<file path="src/rtl/daq_rx_06.sv">
// ALCT DAQ word-stream receiver: frames the 19-bit daqp stream, checks header, CRC-22,
// word count and trailer, and emits decoded header fields, LCT words and raw wire-group words.
module daq_rx_06 #(
  parameter int CONFIG_WORDS = 80,
  parameter int MAX_LCT_BINS = 15,
  parameter int MAX_RAW_BINS = 31
) (
  input  logic        clk,
  input  logic        hard_rst,
  input  logic [18:0] daqp,
  output logic [11:0] hdr_bxn,
  output logic [11:0] hdr_l1a_cnt,
  output logic [11:0] hdr_rd_cnt,
  output logic [3:0]  lct_bins,
  output logic [4:0]  raw_bins,
  output logic        lct_valid,
  output logic [11:0] lct_word,
  output logic        lct_first,
  output logic        raw_valid,
  output logic [4:0]  raw_tbin,
  output logic [2:0]  raw_layer,
  output logic [2:0]  raw_wg,
  output logic [11:0] raw_data,
  output logic        frame_done,
  output logic        frame_ok,
  output logic [3:0]  err_code,
  output logic [15:0] frame_cnt,
  output logic [15:0] err_cnt
);

  typedef enum logic [2:0] {S_IDLE, S_HDR, S_CFG, S_LCT, S_PAD, S_RAW, S_FILL, S_TRL} state_t;

  // CRC-22, polynomial x^22+x+1, data shifted in MSB first
  function automatic logic [21:0] crc22_step(input logic [21:0] c, input logic [15:0] d);
    logic [21:0] r;
    logic        fb;
    r = c;
    for (int i = 15; i >= 0; i--) begin
      fb = r[21] ^ d[i];
      r  = {r[20:0], 1'b0} ^ {20'd0, fb, fb};
    end
    return r;
  endfunction

  function automatic state_t sec_after(input logic cfg, input logic [3:0] lb, input logic [4:0] rb);
    if (cfg)            return S_CFG;
    else if (lb == 4'd1) return S_PAD;
    else if (lb != 4'd0) return S_LCT;
    else if (rb != 5'd0) return S_RAW;
    else                 return S_FILL;
  endfunction

  state_t      state_q;
  logic [6:0]  cnt_q;
  logic        cfg_q;
  logic [4:0]  tbin_q;
  logic [2:0]  layer_q;
  logic [2:0]  wg_q;
  logic [21:0] crc_q;
  logic [10:0] wcnt_q;

  logic [21:0] crc_d;
  logic [3:0]  err_d;
  logic [6:0]  lct_last;
  logic        last_tbin, is_tsup, is_lsup, layer_end, tbin_end, bins_bad;

  assign crc_d     = crc22_step(crc_q, daqp[15:0]);
  assign lct_last  = {2'b00, lct_bins - 4'd1, 1'b0} - 7'd1;
  assign last_tbin = (tbin_q == raw_bins - 5'd1);
  assign is_tsup   = (wg_q == 3'd0) && (daqp == 19'h02000);
  assign is_lsup   = (wg_q == 3'd0) && (daqp == 19'h01000);
  assign layer_end = is_lsup || (wg_q == 3'd7);
  assign tbin_end  = is_tsup || (layer_end && layer_q == 3'd5);
  assign bins_bad  = (32'(daqp[8:5]) > MAX_LCT_BINS) || (32'(daqp[4:0]) > MAX_RAW_BINS);

  // Error detected on the current word, highest-priority code only
  always_comb begin
    err_d = 4'd0;
    if (state_q != S_IDLE) begin
      if (daqp[18]) err_d = 4'd2;
      else begin
        case (state_q)
          S_HDR: begin
            if (cnt_q <= 7'd3 && daqp[15:12] != 4'hD)     err_d = 4'd1;
            else if (cnt_q == 7'd7 && daqp[14:9] != 6'h5)  err_d = 4'd1;
            else if (cnt_q == 7'd7 && bins_bad)            err_d = 4'd3;
          end
          S_PAD:  if (daqp[17:0] != 18'd0) err_d = 4'd4;
          S_FILL: if (daqp != 19'h03000 && (daqp != 19'h0DE0D || wcnt_q[1:0] != 2'd0)) err_d = 4'd6;
          S_TRL: begin
            if (cnt_q == 7'd0 && daqp[10:0] != crc_q[10:0])       err_d = 4'd5;
            else if (cnt_q == 7'd1 && daqp[10:0] != crc_q[21:11]) err_d = 4'd5;
            else if (cnt_q == 7'd2 && daqp[18:11] != 8'b00111010) err_d = 4'd4;
            else if (cnt_q == 7'd2 && daqp[10:0] != wcnt_q + 11'd1) err_d = 4'd6;
          end
          default: ;
        endcase
      end
    end
  end

  always_ff @(posedge clk or negedge hard_rst) begin
    if (!hard_rst) begin
      state_q <= S_IDLE;  cnt_q <= '0;  cfg_q <= 1'b0;
      tbin_q <= '0;  layer_q <= '0;  wg_q <= '0;  crc_q <= '0;  wcnt_q <= '0;
      hdr_bxn <= '0;  hdr_l1a_cnt <= '0;  hdr_rd_cnt <= '0;  lct_bins <= '0;  raw_bins <= '0;
      lct_valid <= 1'b0;  lct_word <= '0;  lct_first <= 1'b0;
      raw_valid <= 1'b0;  raw_tbin <= '0;  raw_layer <= '0;  raw_wg <= '0;  raw_data <= '0;
      frame_done <= 1'b0;  frame_ok <= 1'b0;  err_code <= '0;  frame_cnt <= '0;  err_cnt <= '0;
    end else begin
      lct_valid  <= 1'b0;
      raw_valid  <= 1'b0;
      frame_done <= 1'b0;
      if (state_q == S_IDLE) begin
        if (!daqp[18] && daqp[15:0] == 16'hDB0A) begin
          state_q  <= S_HDR;
          cnt_q    <= 7'd1;
          crc_q    <= crc22_step(22'd0, daqp[15:0]);
          wcnt_q   <= 11'd1;
          err_code <= 4'd0;
          cfg_q    <= 1'b0;
          tbin_q   <= '0;
          layer_q  <= '0;
          wg_q     <= '0;
        end
      end else if (daqp[18]) begin
        // Idle inside a frame aborts it at once
        state_q    <= S_IDLE;
        frame_done <= 1'b1;
        frame_ok   <= 1'b0;
        if (err_code == 4'd0) err_code <= 4'd2;
        if (err_cnt != 16'hFFFF) err_cnt <= err_cnt + 16'd1;
      end else begin
        wcnt_q <= wcnt_q + 11'd1;
        if (err_code == 4'd0 && err_d != 4'd0) err_code <= err_d;
        if (state_q != S_TRL) crc_q <= crc_d;
        case (state_q)
          S_HDR: begin
            cnt_q <= cnt_q + 7'd1;
            case (cnt_q)
              7'd1: hdr_bxn     <= daqp[11:0];
              7'd2: hdr_l1a_cnt <= daqp[11:0];
              7'd3: hdr_rd_cnt  <= daqp[11:0];
              7'd4: cfg_q       <= daqp[14];
              7'd7: begin
                lct_bins <= daqp[8:5];
                raw_bins <= daqp[4:0];
                cnt_q    <= '0;
                state_q  <= sec_after(cfg_q, daqp[8:5], daqp[4:0]);
              end
              default: ;
            endcase
          end
          S_CFG: begin
            if (cnt_q == 7'(CONFIG_WORDS - 1)) begin
              cnt_q   <= '0;
              state_q <= sec_after(1'b0, lct_bins, raw_bins);
            end else cnt_q <= cnt_q + 7'd1;
          end
          S_LCT: begin
            lct_valid <= 1'b1;
            lct_word  <= daqp[11:0];
            lct_first <= ~cnt_q[0];
            if (cnt_q == lct_last) begin
              cnt_q   <= '0;
              state_q <= S_PAD;
            end else cnt_q <= cnt_q + 7'd1;
          end
          S_PAD: begin
            if (cnt_q == 7'd1) begin
              cnt_q   <= '0;
              state_q <= (raw_bins != 5'd0) ? S_RAW : S_FILL;
            end else cnt_q <= cnt_q + 7'd1;
          end
          S_RAW: begin
            if (!is_tsup) begin
              raw_valid <= 1'b1;
              raw_tbin  <= tbin_q;
              raw_layer <= layer_q;
              raw_wg    <= is_lsup ? 3'd0 : wg_q;
              raw_data  <= is_lsup ? 12'd0 : daqp[11:0];
            end
            if (tbin_end) begin
              wg_q    <= '0;
              layer_q <= '0;
              if (last_tbin) state_q <= S_FILL;
              else           tbin_q  <= tbin_q + 5'd1;
            end else if (layer_end) begin
              wg_q    <= '0;
              layer_q <= layer_q + 3'd1;
            end else wg_q <= wg_q + 3'd1;
          end
          S_FILL: begin
            // First non-filler word is taken as trailer word T0
            if (daqp != 19'h03000) begin
              cnt_q   <= '0;
              state_q <= S_TRL;
            end
          end
          S_TRL: begin
            if (cnt_q == 7'd2) begin
              state_q    <= S_IDLE;
              cnt_q      <= '0;
              frame_done <= 1'b1;
              frame_ok   <= (err_code == 4'd0) && (err_d == 4'd0);
              if (err_code == 4'd0 && err_d == 4'd0) begin
                if (frame_cnt != 16'hFFFF) frame_cnt <= frame_cnt + 16'd1;
              end else if (err_cnt != 16'hFFFF) err_cnt <= err_cnt + 16'd1;
            end else cnt_q <= cnt_q + 7'd1;
          end
          default: state_q <= S_IDLE;
        endcase
      end
    end
  end

endmodule

</file>
<file path="config.mk">
export PLATFORM = sky130hd
export DESIGN_NAME = daq_rx_06
export DESIGN_NICKNAME = d
export VERILOG_FILES = /design/src/rtl/daq_rx_06.sv
export SDC_FILE = /design/constraint.sdc
export NUM_CORES = 1
export LEC_CHECK = 0
export ABC_AREA = 1
export CORE_MARGIN = 2
export CORE_UTILIZATION = 55
export CTS_CLUSTER_SIZE = 28
export DETAILED_ROUTE_END_ITERATION = 8
export HOLD_SLACK_MARGIN = 0.08
export PLACE_DENSITY = 0.8
export SKIP_LAST_GASP = 1
export SLEW_MARGIN = 5
export SYNTH_ARGS = -nofsm -noshare
export SYNTH_HDL_FRONTEND = slang
export SYNTH_SLANG_ARGS = --single-unit
</file>
<file path="constraint.sdc">
create_clock -name clk -period 3.3 [get_ports clk]
set_clock_uncertainty 0.1 [all_clocks]
set_input_delay 0.99 -clock clk [delete_from_list [all_inputs] [get_ports clk]]
set_output_delay 0.99 -clock clk [all_outputs]
set_load 0.05 [all_outputs]
</file>
==> metrics, run 1 <==
Crit path max-delay family simple AND/OR/NAND/NOR gates; Yosys reg bits between 150 and 200; Required @ worst endpoint approximately 3.6 ns; relative slew slack around 46%; final count of hold timing violations 0; Nets 1633; DP HPWL 23090 um; worst path bufs/invs 5; status complete, no violations; Final Max Tran Viols 0; setup TNS 0 ns; TritonRoute pass-1 iters 5; Synth Net Count 1395; worst-margin pin slew between 0.8 and 0.9 ns; Post-synth ARST share between 90% and 100%; Final Wtd Congestion ~0.99; Rows 49; syn_area_per_cell roughly 7.7 sq um; critical path arrival approximately 3.5 ns; Die Y-Extent 140.6 um; Final WS setup 0.08026 ns; largest net degree at the start of global routing 63; Synth Area in Simple Gates between 20% and 30%; total CTS buffers 17; Synth area leaders dfrtp_1 43%, nand2_1 13%, ha_1 5.6%; share of layout cells above drive strength 1 13.24%; CP peak stage delay 0.48 ns; Yosys cell types between 40 and 50; xor/xnor share of the synthesized area approximately 5.7%; MaxCap Viol Count 0; pre-CTS setup slack -0.4231 ns; power per cell area ~940 nW/um^2; minimum clock period 3.220 ns; Post-synth EDFFs 0; Clock Latency Late Sink between 0.4 and 0.5 ns; crit-path max FO 8; post-synthesis adder-cell area fraction 5.606%; vias per inst 5.651; first-pass GRT wire length roughly 50000 um; Congestion Overflow GR 0; DR iter-0 viols slightly above 1000; total core area around 18000 sq um; fill count approximately 1300; mux cell area share after synthesis 0%; Crit Path Category in -> reg; min-delay worst type reg -> reg; Yosys top cell by area dfrtp_1; LEAKAGE 0.006571 uW; Routed Antenna Nets 0; RSZ-0062 raised after global routing yes; Synth warnings 0; slowest CP cell clkdlybuf4s50_1; most common cell after layout, fill and taps aside nand2_1; H-tree Lvls 4; num ports roughly 140; most frequent cells in the layout 358 x nand2_1, 175 x dfrtp_1, 134 x inv_1; # DRC 0; sequential-to-total area share from yosys stat between 40 and 50%; initial antenna violation count 1; Starting Density between 50% and 60%; worst-path cell chain clkdlybuf4s50_1 -> clkinv_1 -> nand2_1 -> nand4_1 -> nor2_1 -> nand2_2 -> nand2_2 -> nand3_1 -> inv_1 -> nand2_1 -> nand2_1 -> nand2_1 -> nand2_2 -> buf_12 -> nand3_4 -> nor2_8 -> buf_4 -> nand4_1 -> nand2_1; post-synthesis compound-gate area fraction 11.09%; crit-path most repeated cell nand2_1; total vias in the final route slightly above 10000; Die W between 100 and 150 um; footprint of the multi-input gates slightly above 5000 sq um; Post-CTS Hold Buffers 0; CTS Buffer Depth 2; Worst Setup End Kind register; largest family of logic cells by synthesized area simple AND/OR/NAND/NOR gates; Synth Cell Area approximately 10000 sq um; global-route usage over all layers 31.98%; drt total wl roughly 32000 um; WL/cell ~18 um; startpoint types primary input; worst vdd ir between 0.5 and 0.6 mV; Synth top area share between 40% and 50%; final worst path period share a little over nine tenths; Seq. cell area about 4400 sq um; root buffer cell clkbuf_16; vias in the first global route 9587; area grow syn2layout 31.48%; CTS tree done; clk sinks around 180; cells after synthesis between 1000 and 1500; IO buf count 140; DIE AREA 19780 sq um; fmax between 300 and 400 MHz; Setup-failing EPs final 0; Main synth FF type dfrtp_1; Clk pin slew, worst setup/hold paths 0.07 ns
-- tightest hold or removal path, delay by kind of cell (launching register included) --
family / cells / cell delay [ns]
DFF: 1 / 0.34
AOI/OAI and AO/OA: 1 / 0.06
buffers and inverters: 1 / 0.05
-- kinds of logic (layout without fill, tap and decap cells) --
logic type / after synthesis / in the layout
AO/OA/AOI/OAI: 208 / 208
other: 1 / 2
XOR/XNOR: 66 / 66
flip-flops: 175 / 175
adder cells (fa/ha/maj): 46 / 46
buffers and inverters: 193 / 444
AND/OR/NAND/NOR: 639 / 639
-- cell usage after synthesis (6+ instances only) --
library cell  number
nand3_1           81
clkinv_1          10
buf_2              7
dfrtp_1          175
ha_1              46
clkbuf_1          28
nor3_1            22
a21oi_1           44
nor2_1           104
nor2_4             6
o21ai_0          115
nand4_1           36
a31oi_1           13
inv_1            134
nand2_1          361
xor2_1            29
o31ai_1           17
nor3b_1            7
xnor2_1           36
inv_2              9
-- flip-flops by register name, summed over array words and instances, names as in the netlist, 7 cells and up --
name / flops
err_cnt: 16
lct_word: 12
frame_cnt: 16
cnt_q: 7
hdr_l1a_cnt: 12
wcnt_q: 11
hdr_rd_cnt: 12
raw_data: 12
hdr_bxn: 12
crc_q: 22
-- metal layers --
metal	wire length (um)	part of all wire [%]	up-vias	track usage, %
met1	13370	42	4824	42.91
met3	2304	7.2	104	6.895
met5	0	0	-	0
met2	15010	47	478	50.68
met4	1181	3.7	0	13.47
li1	-	-	4817	-
-- cell type report --
class	instances	area share (%)
antenna	1	0.01854
clock buffer	17	3.151
clock inverter	15	1.400
inverter	153	4.310
multi-input combinational	960	38.48
sequential	175	32.44
tap	229	2.123
timing repair buffer	259	18.07
-- final timing paths --
path / start / endpoint / slack [ns] / depth (start not counted)
setup reg to reg: wcnt_q[0] / frame_cnt[7] / 0.29 / 20
hold reg to reg: hdr_l1a_cnt[10] / hdr_l1a_cnt[10] / 0.38 / 2
setup / recovery: daqp[6] / frame_cnt[7] / 0.08 / 19
hold / removal: hdr_l1a_cnt[10] / hdr_l1a_cnt[10] / 0.38 / 2
min in group asynchronous: hard_rst / crc_q[10] / 0.44 / 1
max in group asynchronous: hard_rst / cnt_q[0] / 1.96 / 2
-- per-stage QoR --
stage               hold slack [ns]  utilization [%]  total power [uW]  std cells  area [sq um]
global placement             0.3577            69.88             10090       1765         12680
detailed placement           0.3622            69.88             10270       1765         12680
finish                       0.3772            74.39             12630       1809         13500
CTS                          0.3812            73.28             12470       1797         13300
floorplan                    0.3772                -              7971       1328         10270
global route                 0.4069            74.37             13310       1808         13500
-- repair_timing --
action | 4_1_cts | 5_1_grt
pin swaps | 0 | 4
setup endpoints to repair | 1 | 49
resized for setup | 1 | 39
setup buffers | 0 | 11
-- report_power, final --
group | switching (uW) | total (uW) | internal (uW) | leakage [uW]
clock network | 1030 | 2130 | 1090 | 0.000301
registers | 696 | 3620 | 2920 | 0.00224
logic | 4550 | 6880 | 2340 | 0.00403
No activity file was read; power rests on OpenSTA's default activity.
==> run 2: changes to the inputs <==
- CTS_CLUSTER_DIAMETER: default -> 200
- GPL_ROUTABILITY_DRIVEN: default -> 0
==> run 2 against run 1 <==
  * Worst hold slack got worse by 0.0019 ns
  * Total power down 1.3%
  * Critical path depth shrank 4
  * Non-clock buffer count fell by 6
  * Register-to-register slack better by 0.09 ns
  * Final area fell by 0.58%
  * Count of clock-buffer cells in the layout up 1
  * Clock power decreased by 4%
  * Global-route usage is 0.48 points lower
  * Highest routed layer unchanged
==> metrics, run 2 (synthesis gave the netlist of run 1 again) <==
status complete, no violations; finished layout cell area 13420 sq um; MaxCap Viol Count 0; Int Power 6317 uW; Final Max Tran Viols 0; total vias in the final route around 10000; max reg flops 22; TritonRoute pass-1 iters 6; LEAKAGE between 0.006 and 0.007 uW; Die W roughly 140 um; Post-Layout Cell Count approximately 1800; Flop pwr share 28.9%; DP HPWL approximately 22000 um; # diodes 0; Psw approximately 6100 uW; global-route usage over all layers a little under a third; worst vdd ir slightly below 0.6 mV; CTS Buffer Depth 2; Congestion Overflow GR 0; Top Registers crc_q x22, err_cnt x16, frame_cnt x16; final worst path period share a little over nine tenths; critical path arrival around 3.5 ns; drt total wl 30800 um; Crit Path Category in -> reg; Post-CTS Hold Buffers 0; Pwr Total 12460 uW; most common cell after layout, fill and taps aside nand2_1; Net Sw Frac 49.29%; Die Y-Extent about 140 um; total CTS buffers 17; DIE AREA slightly below 20000 sq um; crit-path max FO 6; placed cells 1761; final count of hold timing violations 0; Nets about 1600; Final WS setup between 0.09 and 0.1 ns; minimum clock period 3.209 ns; clk sinks 175; num ports ~140; DR iter-0 viols 1036; largest net degree at the start of global routing 60; total core area between 15000 and 20000 sq um; Logic pwr share a little over half; vias per inst ~5.7; CTS tree done; min-delay worst type reg -> reg; Clock Latency Late Sink about 0.44 ns; Rows 49; Routed Antenna Nets 0; Clk pin slew, worst setup/hold paths approximately 0.07 ns; Setup-failing EPs final 0; initial antenna violation count 1; area grow syn2layout 30.71%; Worst Setup End Kind register; IO buf count 140; # DRC 0; vias in the first global route 9671; fmax ~310 MHz; relative slew slack 43.38%; H-tree Lvls 4; power per cell area ~930 nW/um^2; pre-CTS setup slack -0.3903 ns; root buffer cell clkbuf_16; startpoint types primary input; Required @ worst endpoint about 3.6 ns; Starting Density 56.58%; hold_ws between 0.3 and 0.4 ns; first-pass GRT wire length between 40000 and 50000 um; Clk network pwr share between 10% and 20%; Reg with most FFs crc_q; most frequent cells in the layout 359 x nand2_1, 175 x dfrtp_1, 134 x inv_1; share of layout cells above drive strength 1 around an eighth; Placement Cell Area 12600 sq um; worst-margin pin slew approximately 0.85 ns; WL/cell ~17 um
[run 2: what timing repair did]
action | CTS | global route
gates resized for setup | 0 | 40
setup endpoints to repair | 0 | 49
buffers inserted | 0 | 9
[run 2: final timing paths]
path                                  from              end  slack, ns  cells after the start
setup / recovery                   daqp[1]     frame_cnt[0]       0.09                     15
hold / removal             hdr_l1a_cnt[10]  hdr_l1a_cnt[10]       0.38                      2
setup reg to reg                 wcnt_q[0]     frame_cnt[0]       0.38                     16
hold reg to reg            hdr_l1a_cnt[10]  hdr_l1a_cnt[10]       0.38                      2
max in group asynchronous         hard_rst      lct_word[5]       1.97                      2
min in group asynchronous         hard_rst  hdr_l1a_cnt[10]       0.42                      1
[run 2: routing by layer]
metal  global-route usage [%]  routed length (um)  vias up
met2                    49.47               14540      470
met5                        0                   0        -
met1                    44.15               13120     4874
li1                         -                   -     4804
met3                    5.571                2170       88
met4                    11.58                 971        0
[run 2: worst max-delay path, cell delays in order]
cell and delay [ns]:
clkdlybuf4s50_1 0.46, inv_2 0.16, ha_1 0.18, nand2_1 0.11
nor2_2 0.15, nand3_1 0.12, nor2_1 0.17, nor3b_2 0.09
inv_1 0.07, nand3_2 0.10, nor2_4 0.20, nand3_4 0.19
nor2_8 0.21, buf_4 0.14, xor2_2 0.12
[run 2: metrics by stage]
| stage | util [%] | setup TNS (ns) |
|---|---|---|
| 6_report | 73.95 | 0 |
| 5_1_grt | 73.95 | -1.664 |
| 4_1_cts | 72.64 | 0 |
| 3_5_place_dp | 69.44 | -15.22 |
| 3_3_place_gp | 69.44 | -11.79 |
| 2_1_floorplan | - | 0 |
[run 2: power groups by stage]
stage | sequential [uW] | combinational [uW] | clock, uW
floorplan | 5130 | 2840 | 0
global placement | 3580 | 6380 | 0
detailed placement | 3610 | 6540 | 0
CTS | 3580 | 6620 | 2060
global route | 3680 | 7390 | 2150
finish | 3600 | 6810 | 2040
[run 2: layout make-up]
type,instances,area (sq um)
clock buffers,18,439.2
clock inverters,13,142.6
fillers,1311,4727
inverters,153,578.1
multi-input cells,963,5249
flip-flops and latches,175,4379
well taps,229,286.5
repair buffers,253,2346
==> run 3: changes to the inputs <==
- CORE_UTILIZATION: 55 -> 56
- PLACE_DENSITY: 0.8 -> 0.81
==> run 3 against run 2 <==
  * Register-to-register slack is essentially flat
  * First-iteration DRC count fell by 7.2%
  * Count of clock-buffer cells in the layout is the same
  * Sequential power about the same
  * Die area decreased by 1.7%
  * Critical path type unchanged
==> metrics, run 3 (synthesis gave the netlist of run 1 again) <==
first-pass GRT wire length slightly below 50000 um; Die Y-Extent 139.4 um; Congestion Overflow GR 0; fmax about 320 MHz; Final Max Tran Viols 0; relative slew slack between 40 and 50%; global-route usage over all layers around a third; met2 Usage GRT 50.88%; Setup-failing EPs final 0; Int Power 6237 uW; min-delay worst type reg -> reg; clk sinks roughly 180; DIE AREA between 15000 and 20000 sq um; GRT met3 Usage ~6.7%; Reg with most FFs crc_q; initial antenna violation count 0; # DRC 0; MaxCap Viol Count 0; vias per inst approximately 5.6; power per cell area roughly 920 nW/um^2; # diodes 0; endpoint with the worst hold slack hdr_l1a_cnt[2]; M1 GR Usage between 40 and 50%; most common cell after layout, fill and taps aside nand2_1; total core area 17960 sq um; Clk pin slew, worst setup/hold paths 0.08 ns; Logic pwr share between 50% and 60%; share of layout cells above drive strength 1 13.09%; CTS tree done; DP HPWL roughly 22000 um; minimum clock period about 3.2 ns; CP peak stage delay around 0.43 ns; final worst path period share 95.57%; crit-path most repeated cell nand2_1; worst path bufs/invs 4; slowest CP cell clkdlybuf4s50_1; worst vdd ir around 0.73 mV; Hold Path Origin hdr_l1a_cnt[2]; setup TNS 0 ns; most frequent cells in the layout 356 x nand2_1, 175 x dfrtp_1, 133 x inv_1; Worst Setup End Kind register; Worst R2R End frame_cnt[12]; Post-CTS Hold Buffers 0; max reg flops 22; largest net degree at the start of global routing a little over 60; total CTS buffers 17; worst-path cell chain clkdlybuf4s50_1 -> inv_2 -> ha_1 -> nand2_1 -> inv_1 -> nand3_1 -> nor3_1 -> nand2_1 -> nand2_1 -> inv_2 -> a21oi_2 -> nand2_1 -> nor2_4 -> nand3_1 -> o21ai_1 -> nor3b_1; root buffer cell clkbuf_16; fill count 1305; num ports roughly 140; total vias in the final route 10149; crit-path max FO 5; Required @ worst endpoint roughly 3.6 ns; grt peak-use layer met2; final count of hold timing violations 0; hold depth 2; R2R cell count 19; Routed Antenna Nets 0; startpoint types primary input; Net Sw Frac 49.57%; CTS Buffer Depth 2; DR iter-0 viols between 900 and 1000; Nets 1628; Psw 6131 uW; IO buf count 140; Clock Latency Late Sink about 0.44 ns; Crit Path Category in -> reg; Top Registers crc_q x22, err_cnt x16, frame_cnt x16; Crit path max-delay family simple AND/OR/NAND/NOR gates; LEAKAGE approximately 0.0065 uW; drt total wl just over 30000 um; reg2reg start wcnt_q[0]; vias in the first global route 9761; Die W between 100 and 150 um; H-tree Lvls 4; Clk network pwr share 16.1%; area grow syn2layout 30.29%; Flop pwr share between 20% and 30%; critical path arrival ~3.4 ns; worst-margin pin slew between 0.8 and 0.9 ns; Rows around 50; reg2reg setup slack about 0.37 ns; WL/cell approximately 17 um; status complete, no violations; Starting Density between 50% and 60%; TritonRoute pass-1 iters 6; post-route core utilization between 70 and 80%
-- run 3: cell types whose count changed in the layout (fill, tap and decap cells not counted), sizes merged --
cell,delta
clkinv,+5
bufinv,-1
inv,-3
clkdlybuf4s50,-3
nand3,-1
dlymetal6s2s,+3
buf,-1
-- run 3: tightest hold or removal path, stage by stage, from the launching register on --
cell and delay (ns):
dfrtp_1 0.35, a21oi_1 0.06, inv_1 0.04
-- run 3: layout make-up --
| cell class | instances | area, sq um | share of cell area, % |
|---|---|---|---|
| Clock buffer | 18 | 439.2 | 3.283 |
| Inverter | 153 | 578.1 | 4.321 |
| Clock inverter | 14 | 143.9 | 1.076 |
| Tap cell | 229 | 286.5 | 2.142 |
| Multi-Input combinational cell | 962 | 5225 | 39.06 |
| Sequential cell | 175 | 4379 | 32.73 |
| Timing Repair Buffer | 252 | 2326 | 17.39 |
-- run 3: worst max path at each step --
stage / startpoint / end / cells after the start
2_1_floorplan: daqp[4] / tbin_q[4] / 16
3_3_place_gp: daqp[10] / frame_cnt[6] / 16
3_5_place_dp: daqp[10] / frame_cnt[8] / 15
4_1_cts: daqp[10] / frame_cnt[8] / 15
5_1_grt: daqp[6] / tbin_q[4] / 16
6_report: daqp[6] / tbin_q[4] / 16
-- run 3: metrics by stage --
stage / total power (uW) / setup slack, ns / instances / hold WS, ns / area, sq um
global placement: 9983 / -0.3428 / 1767 / 0.3554 / 12650
CTS: 12250 / 0.03568 / 1799 / 0.3825 / 13230
detailed placement: 10180 / -0.4030 / 1767 / 0.3651 / 12650
finish: 12370 / 0.1462 / 1803 / 0.3787 / 13380
floorplan: 7971 / 0.2980 / 1328 / 0.3772 / 10270
global route: 13100 / -0.003920 / 1803 / 0.4017 / 13380
-- run 3: repair_timing --
action	CTS	global route
gates resized for setup	0	41
setup endpoints to repair	0	59
buffers inserted	0	2
-- run 3: power groups by stage --
stage / logic, uW / clock network (uW) / registers, uW
after floorplan: 2840 / 0 / 5130
after global placement: 6400 / 0 / 3590
after detailed placement: 6570 / 0 / 3610
after CTS: 6630 / 2020 / 3590
after global routing: 7290 / 2110 / 3710
final: 6760 / 2000 / 3610
-- run 3: per-layer routing --
layer | wire length [um] | up-vias
met5 | 0 | -
met4 | 1161 | 0
met3 | 2254 | 97
met2 | 14490 | 447
met1 | 12550 | 4801
li1 | - | 4804
